===== src/rtl/demux_stream_1n_if.sv =====
// Stream bundle for the 1-to-N packet demultiplexer.
// The producer side (in_*, sel) and the consumer side (out_*) travel together;
// slave is the demux view, master is the view of whoever drives it.
interface demux_stream_1n_if #(
  parameter int WIDTH = 8,
  parameter int N     = 4,
  parameter int SELW  = 2
);
  logic             in_valid;
  logic             in_ready;
  logic [WIDTH-1:0] in_data;
  logic             in_last;
  logic [SELW-1:0]  sel;
  logic [N-1:0]     out_valid;
  logic [N-1:0]     out_ready;
  logic [WIDTH-1:0] out_data;
  logic             out_last;

  modport slave (
    input  in_valid, in_data, in_last, sel, out_ready,
    output in_ready, out_valid, out_data, out_last
  );

  modport master (
    output in_valid, in_data, in_last, sel, out_ready,
    input  in_ready, out_valid, out_data, out_last
  );
endinterface


===== src/rtl/demux_stream_1n.sv =====
// demux_stream_1n: 1-to-N packet demultiplexer with a single registered
// output stage. The destination is taken from sel on the first beat of a
// packet and held until the last beat, so a packet never splits across
// channels. Each stored beat carries its own channel, so backpressure is
// local to the channel currently held in the output register.
//
// Build option DEMUX_DROP_EN: when defined, a packet whose first beat has
// sel >= N is swallowed (accepted and discarded) and drop_pulse marks its
// last beat. When undefined, an out-of-range sel is clamped to N-1.
module demux_stream_1n #(
  parameter int WIDTH = 8,
  parameter int N     = 4,
  parameter int SELW  = 2
) (
  input  logic               clk,
  input  logic               rst,
  demux_stream_1n_if.slave   bus,
  output logic               busy
`ifdef DEMUX_DROP_EN
  ,
  output logic               drop_pulse
`endif
);

  typedef enum logic [1:0] {
    IDLE  = 2'd0,
    ROUTE = 2'd1,
    DROP  = 2'd2
  } state_t;

  localparam logic [SELW:0]   N_EXT   = (SELW + 1)'(N);
  localparam logic [SELW-1:0] LAST_CH = SELW'(N - 1);

  // Select bit idx of a per-channel vector without indexing past N.
  function automatic logic pick_bit(input logic [N-1:0] vec, input logic [SELW-1:0] idx);
    logic r;
    r = 1'b0;
    for (int i = 0; i < N; i++) begin
      r = (idx == SELW'(i)) ? vec[i] : r;
    end
    return r;
  endfunction

  // One-hot channel mask for a destination index.
  function automatic logic [N-1:0] onehot(input logic [SELW-1:0] idx);
    logic [N-1:0] r;
    r = '0;
    for (int i = 0; i < N; i++) begin
      r[i] = (idx == SELW'(i));
    end
    return r;
  endfunction

  state_t           state;
  logic [SELW-1:0]  cur_sel;
  logic [SELW-1:0]  out_sel_q;
  logic [N-1:0]     out_valid_q;
  logic [WIDTH-1:0] out_data_q;
  logic             out_last_q;

  logic             occupied;
  logic             sel_oob;
  logic [SELW-1:0]  sel_fix;
  logic [SELW-1:0]  dest;
  logic             ready_sel;
  logic             drop_beat;
  logic             in_ready_s;
  logic             accept;
  logic             load;
  logic             drain;

  // Handshake and routing decisions for the current cycle.
  always_comb begin
    occupied  = |out_valid_q;
    sel_oob   = ({1'b0, bus.sel} >= N_EXT);
    sel_fix   = sel_oob ? LAST_CH : bus.sel;
    dest      = (state == IDLE) ? sel_fix : cur_sel;
    ready_sel = pick_bit(bus.out_ready, out_sel_q);
`ifdef DEMUX_DROP_EN
    drop_beat = (state == DROP) || ((state == IDLE) && sel_oob);
`else
    drop_beat = 1'b0;
`endif
    // A dropped beat never touches the register, so it needs no room there.
    in_ready_s = drop_beat | ~occupied | ready_sel;
    accept     = bus.in_valid & in_ready_s;
    load       = accept & ~drop_beat;
    drain      = occupied & ready_sel;
  end

  // Output register: load (possibly in the same cycle as a drain) or empty on drain.
  always_ff @(posedge clk or posedge rst) begin
    if (rst) begin
      out_valid_q <= '0;
      out_data_q  <= '0;
      out_last_q  <= 1'b0;
      out_sel_q   <= '0;
    end else if (load) begin
      out_valid_q <= onehot(dest);
      out_data_q  <= bus.in_data;
      out_last_q  <= bus.in_last;
      out_sel_q   <= dest;
    end else if (drain) begin
      out_valid_q <= '0;
    end else begin
      out_valid_q <= out_valid_q;
    end
  end

  // Packet FSM: latch the destination on the first beat, release it on the last.
  always_ff @(posedge clk or posedge rst) begin
    if (rst) begin
      state   <= IDLE;
      cur_sel <= '0;
    end else begin
      case (state)
        IDLE: begin
          if (accept) begin
            if (drop_beat) begin
              state <= bus.in_last ? IDLE : DROP;
            end else begin
              cur_sel <= sel_fix;
              state   <= bus.in_last ? IDLE : ROUTE;
            end
          end else begin
            state <= IDLE;
          end
        end
        ROUTE: begin
          if (accept && bus.in_last) begin
            state <= IDLE;
          end else begin
            state <= ROUTE;
          end
        end
        DROP: begin
          if (accept && bus.in_last) begin
            state <= IDLE;
          end else begin
            state <= DROP;
          end
        end
        default: begin
          state <= IDLE;
        end
      endcase
    end
  end

`ifdef DEMUX_DROP_EN
  logic drop_pulse_q;

  // One-cycle marker when the last beat of a swallowed packet is accepted.
  always_ff @(posedge clk or posedge rst) begin
    if (rst) begin
      drop_pulse_q <= 1'b0;
    end else begin
      drop_pulse_q <= accept & drop_beat & bus.in_last;
    end
  end

  assign drop_pulse = drop_pulse_q;
`endif

  assign bus.in_ready  = in_ready_s;
  assign bus.out_valid = out_valid_q;
  assign bus.out_data  = out_data_q;
  assign bus.out_last  = out_last_q;
  assign busy          = (state != IDLE) | occupied;

endmodule


===== src/flat_wrapper.sv =====
// flat-port wrapper written by rule: the top's interface ports become plain ports
module demux_stream_1n_flat 
#(
  parameter int WIDTH = 8,
  parameter int N     = 4,
  parameter int SELW  = 2
)
  (clk, rst, busy, bus_in_valid, bus_in_data, bus_in_last, bus_sel, bus_out_ready, bus_in_ready, bus_out_valid, bus_out_data, bus_out_last);
  demux_stream_1n_if #(.WIDTH(WIDTH), .N(N), .SELW(SELW)) bus_i ();
  input  logic clk;
  input  logic rst;
  output logic busy;
  input wire logic [$bits(bus_i.in_valid)-1:0] bus_in_valid;
  input wire logic [$bits(bus_i.in_data)-1:0] bus_in_data;
  input wire logic [$bits(bus_i.in_last)-1:0] bus_in_last;
  input wire logic [$bits(bus_i.sel)-1:0] bus_sel;
  input wire logic [$bits(bus_i.out_ready)-1:0] bus_out_ready;
  output wire logic [$bits(bus_i.in_ready)-1:0] bus_in_ready;
  output wire logic [$bits(bus_i.out_valid)-1:0] bus_out_valid;
  output wire logic [$bits(bus_i.out_data)-1:0] bus_out_data;
  output wire logic [$bits(bus_i.out_last)-1:0] bus_out_last;
  assign bus_i.in_valid = bus_in_valid;
  assign bus_i.in_data = bus_in_data;
  assign bus_i.in_last = bus_in_last;
  assign bus_i.sel = bus_sel;
  assign bus_i.out_ready = bus_out_ready;
  assign bus_in_ready = bus_i.in_ready;
  assign bus_out_valid = bus_i.out_valid;
  assign bus_out_data = bus_i.out_data;
  assign bus_out_last = bus_i.out_last;
  demux_stream_1n #(.WIDTH(WIDTH), .N(N), .SELW(SELW)) u_core (.clk(clk), .rst(rst), .bus(bus_i), .busy(busy));
endmodule

===== config.mk =====
export PLATFORM = sky130hd
export DESIGN_NAME = demux_stream_1n_flat
export DESIGN_NICKNAME = d
export VERILOG_FILES = /design/src/rtl/demux_stream_1n_if.sv /design/src/rtl/demux_stream_1n.sv /design/src/flat_wrapper.sv
export SDC_FILE = /design/constraint.sdc
export NUM_CORES = 1
export LEC_CHECK = 0
export ABC_CLOCK_PERIOD_IN_PS = 4720
export CAP_MARGIN = 15
export CORE_MARGIN = 2
export CORE_UTILIZATION = 45
export DETAILED_ROUTE_END_ITERATION = 10
export GPL_TIMING_DRIVEN = 0
export PLACE_DENSITY = 0.82
export SYNTH_ARGS = -nofsm -noshare
export SYNTH_HDL_FRONTEND = slang
export SYNTH_SLANG_ARGS = --single-unit

===== constraint.sdc =====
create_clock -name clk -period 4.72 [get_ports clk]
set_clock_uncertainty 0.15 [all_clocks]
set_input_delay 1.18 -clock clk [delete_from_list [all_inputs] [get_ports clk]]
set_output_delay 1.18 -clock clk [all_outputs]
set_load 0.1 [all_outputs]

==> results.txt, run 1 <==
The final-report max-slew violation count was 0; the maximum frequency from static timing analysis was 226.3 MHz. The placement row count was 15; the total of warnings raised by yosys was 0. The height of the die works out to 48.02 um. The cell class contributing the biggest share of worst-path delay is buffers and inverters. In the final design database the tool counted 124 nets. The average wire per standard cell was 12.06 um; the via count of the routed design was 639. The share of final-layout standard cells stronger than drive strength 1 is 26.67%, and the net count after synthesis is 87.

The proportion of register bits with asynchronous set or reset after synthesis was 100.0%. The tools report the number of global-route vias before repair as 641. Dividing the final minimum period by the clock period gives 93.63%. The run gives 48.91% as the starting density of the core.

Max-cap violations in this run came to 0. In this run, synthesis inferred 0 flip-flops with an integrated enable. The worst setup path is launched from an input pin. The number of cells produced by synthesis is 69.

The top cell types in the final layout, fill and taps aside, are clkdlybuf4s50_1, dfrtp_1, mux2_2. The run gives 1783 um2 as the core area. The worst path in the final design needs a cycle of 4.419 ns, including I/O delays and setup. Start point of the worst hold path: u_core.state[1].

Setup violations remaining at the end of the flow were counted as 0. The run gives 126 as the number of placed instances, taps included. For this run, design rule violations remaining after detail routing come to 0. The logs give 2.566 mm for the first-pass GRT wire length and 6 for the number of design-rule violations left by the first detailed-router iteration. Setup repair after global routing left no endpoint under its margin. The tightest min-delay check is of the flop to flop type. The number of port buffers is 32, and the count of nets left with antenna violations after detail routing is 0. The area growth from synthesis to layout is 43.19%. The post-detailed-routing wire length was 1.568 mm.

Classification of the worst setup path: input pin to primary output. Data on the critical path arrives at its endpoint at 3.09 ns. STA classifies the critical path endpoint as a primary output.

Walking the worst path, the cells encountered are clkdlybuf4s50_1 > mux4_2 > nor2_1 > buf_2 > inv_1 > dlygate4sd2_1. Leaving out fill and tap cells, the most frequent cell in the layout is clkdlybuf4s50_1. The count of boundary I/O pins was 33. TritonCTS built the clock tree.

For this run, the total global-route usage over all layers was measured as 15.90%. The tools report the maximum count of clock buffers along a single path as 2. Before antenna repair, the detailed router went through 4 iterations. The run finished with clean final reports.

The count of H-tree levels built during CTS was 1; the biggest fanout along the worst timing path was 10. Clock-pin slew was measured on the worst setup and hold paths at 0.11 ns. Routability-driven placement finished with a final weighted congestion of 0.7582. Largest net degree at the start of global routing: 20. Cell with the biggest individual delay on the critical path: dlygate4sd2_1.

Detailed placement ended at an HPWL of 1.241 mm. The number of antenna violations at the first check in global routing is 0, and the number of antenna diodes is 0. Dividing the detail-routed via count by the number of cells gives 4.915. The count of clock tree sinks is 19, and the maximum cell stage delay along the critical path is 0.84 ns.

Most frequently used flop master after synthesis: dfrtp_1. The worst path required time is 3.39 ns, and the count of placed standard cells in the final layout, fillers left out is 130. The total grt overflow was 0; the final worst slack was 0.3008 ns. The worst path buffer plus inverter count was 4.

The post-synthesis sequential area ratio was 54.52%; the die boundary width was 48.02 um. The cell sitting at the root of the clock tree is a clkbuf_4. The post-route met1 wirelength is 693 um, and the headroom to the max-slew limit is 34.52%.

After synthesis the netlist holds a flip-flop and latch count of 19. The count of cell types in the netlist is 20, and the worst slack at placement is -0.08302 ns. Clock tree synthesis inserted a total of 3 buffers.

The tools report the met3 layer wire length in the routed design as 155 um. Source of the critical timing path: bus_out_ready[1]. The count of final hold-check violations came out at 0.

The insertion delay to the later sink of the worst-skew pair was 0.29 ns; the mean instance size in the synthesized netlist was 12.64 um2. The total standard cell area after synthesis came out at 872.1 um2. The amount of wire on met2 after detailed routing is 711 um.

The worst register-to-register path begins at u_core.state[0]. Routed signal wires occupy layers up through met4. The transition at the pin with the smallest max-transition slack was 0.9791 ns; the die area was 2306 um2.
## cell type report
class / instances / area (um2)
inverters: 3 / 11.26
flip-flops and latches: 19 / 475.5
clock buffers: 4 / 26.28
repair buffers: 32 / 319.1
plain buffers: 2 / 16.27
fillers: 142 / 534.3
well taps: 25 / 31.28
multi-input cells: 45 / 369.1
## path summary, 6_finish.rpt
check | cells after the start | to | slack, ns
max | 6 | bus_in_ready | 0.30
min | 1 | u_core.state[0] | 0.32
max reg2reg | 4 | u_core.out_sel_q[0] | 2.75
min reg2reg | 1 | u_core.state[0] | 0.32
max in group asynchronous | 2 | u_core.bus.out_valid[3] | 2.83
min in group asynchronous | 2 | u_core.bus.out_data[2] | 1.14
## metrics by stage
step / area [um2] / util, % / hold slack, ns / TNS (ns)
5_1_grt: 1249 / 70.04 / 0.3325 / 0
3_3_place_gp: 1224 / 68.63 / 0.2868 / -0.06112
6_report: 1249 / 70.04 / 0.3217 / 0
4_1_cts: 1249 / 70.04 / 0.3181 / 0
3_5_place_dp: 1224 / 68.63 / 0.3033 / -0.08302
2_1_floorplan: 872.1 / - / 0.2730 / 0
## registers in the layout, indices dropped and copies added (netlist names)
register	flops
u_core.bus.out_valid	4
u_core.bus.out_data	8
u_core.bus.out_last	1
u_core.cur_sel	2
u_core.state	2
u_core.out_sel_q	2
## routing by layer
layer	track usage [%]	vias up
met2	28.53	30
met1	18.40	294
met5	0	-
met3	5.283	2
met4	3.243	0
li1	-	313
## repair_timing
item,CTS,global route
hold buffers,0,0
buffers inserted,0,0
endpoints found under the setup margin,1,0
resized for setup,1,0
## synthesized netlist by cell type, drive strengths merged, types with 2 or more instances
master  instances  share of area (%)
dfrtp          19                 55
nor2            4                1.7
nand2           7                3.0
o21ai           2                1.6
mux2           14                 18
buf             2                1.9
inv             3                1.3
nand2b          2                2.3
or2             2                1.4
a21oi           4                2.3
o31ai           4                3.4
## cells by family after synthesis
family	share of synthesized area, %
mux	21.81
simple gates	10.90
buf+inv	3.156
flops	54.52
compound gates	9.613
Power of run 1 is not shown: default switching activity piles up to over one toggle a cycle in this logic, so the estimate is an artifact.
==> run 2: changes to the inputs <==
--- a/config.mk
+++ b/config.mk
@@ -12,6 +12,8 @@
 export DETAILED_ROUTE_END_ITERATION = 10
 export GPL_TIMING_DRIVEN = 0
 export PLACE_DENSITY = 0.82
+export SKIP_LAST_GASP = 1
+export SLEW_MARGIN = 30
 export SYNTH_ARGS = -nofsm -noshare
 export SYNTH_HDL_FRONTEND = slang
 export SYNTH_SLANG_ARGS = --single-unit
==> results of run 2 <==
The final DEF is identical to that of run 1; final timing and power are the same.
Power of run 2 is left out for the same reason.
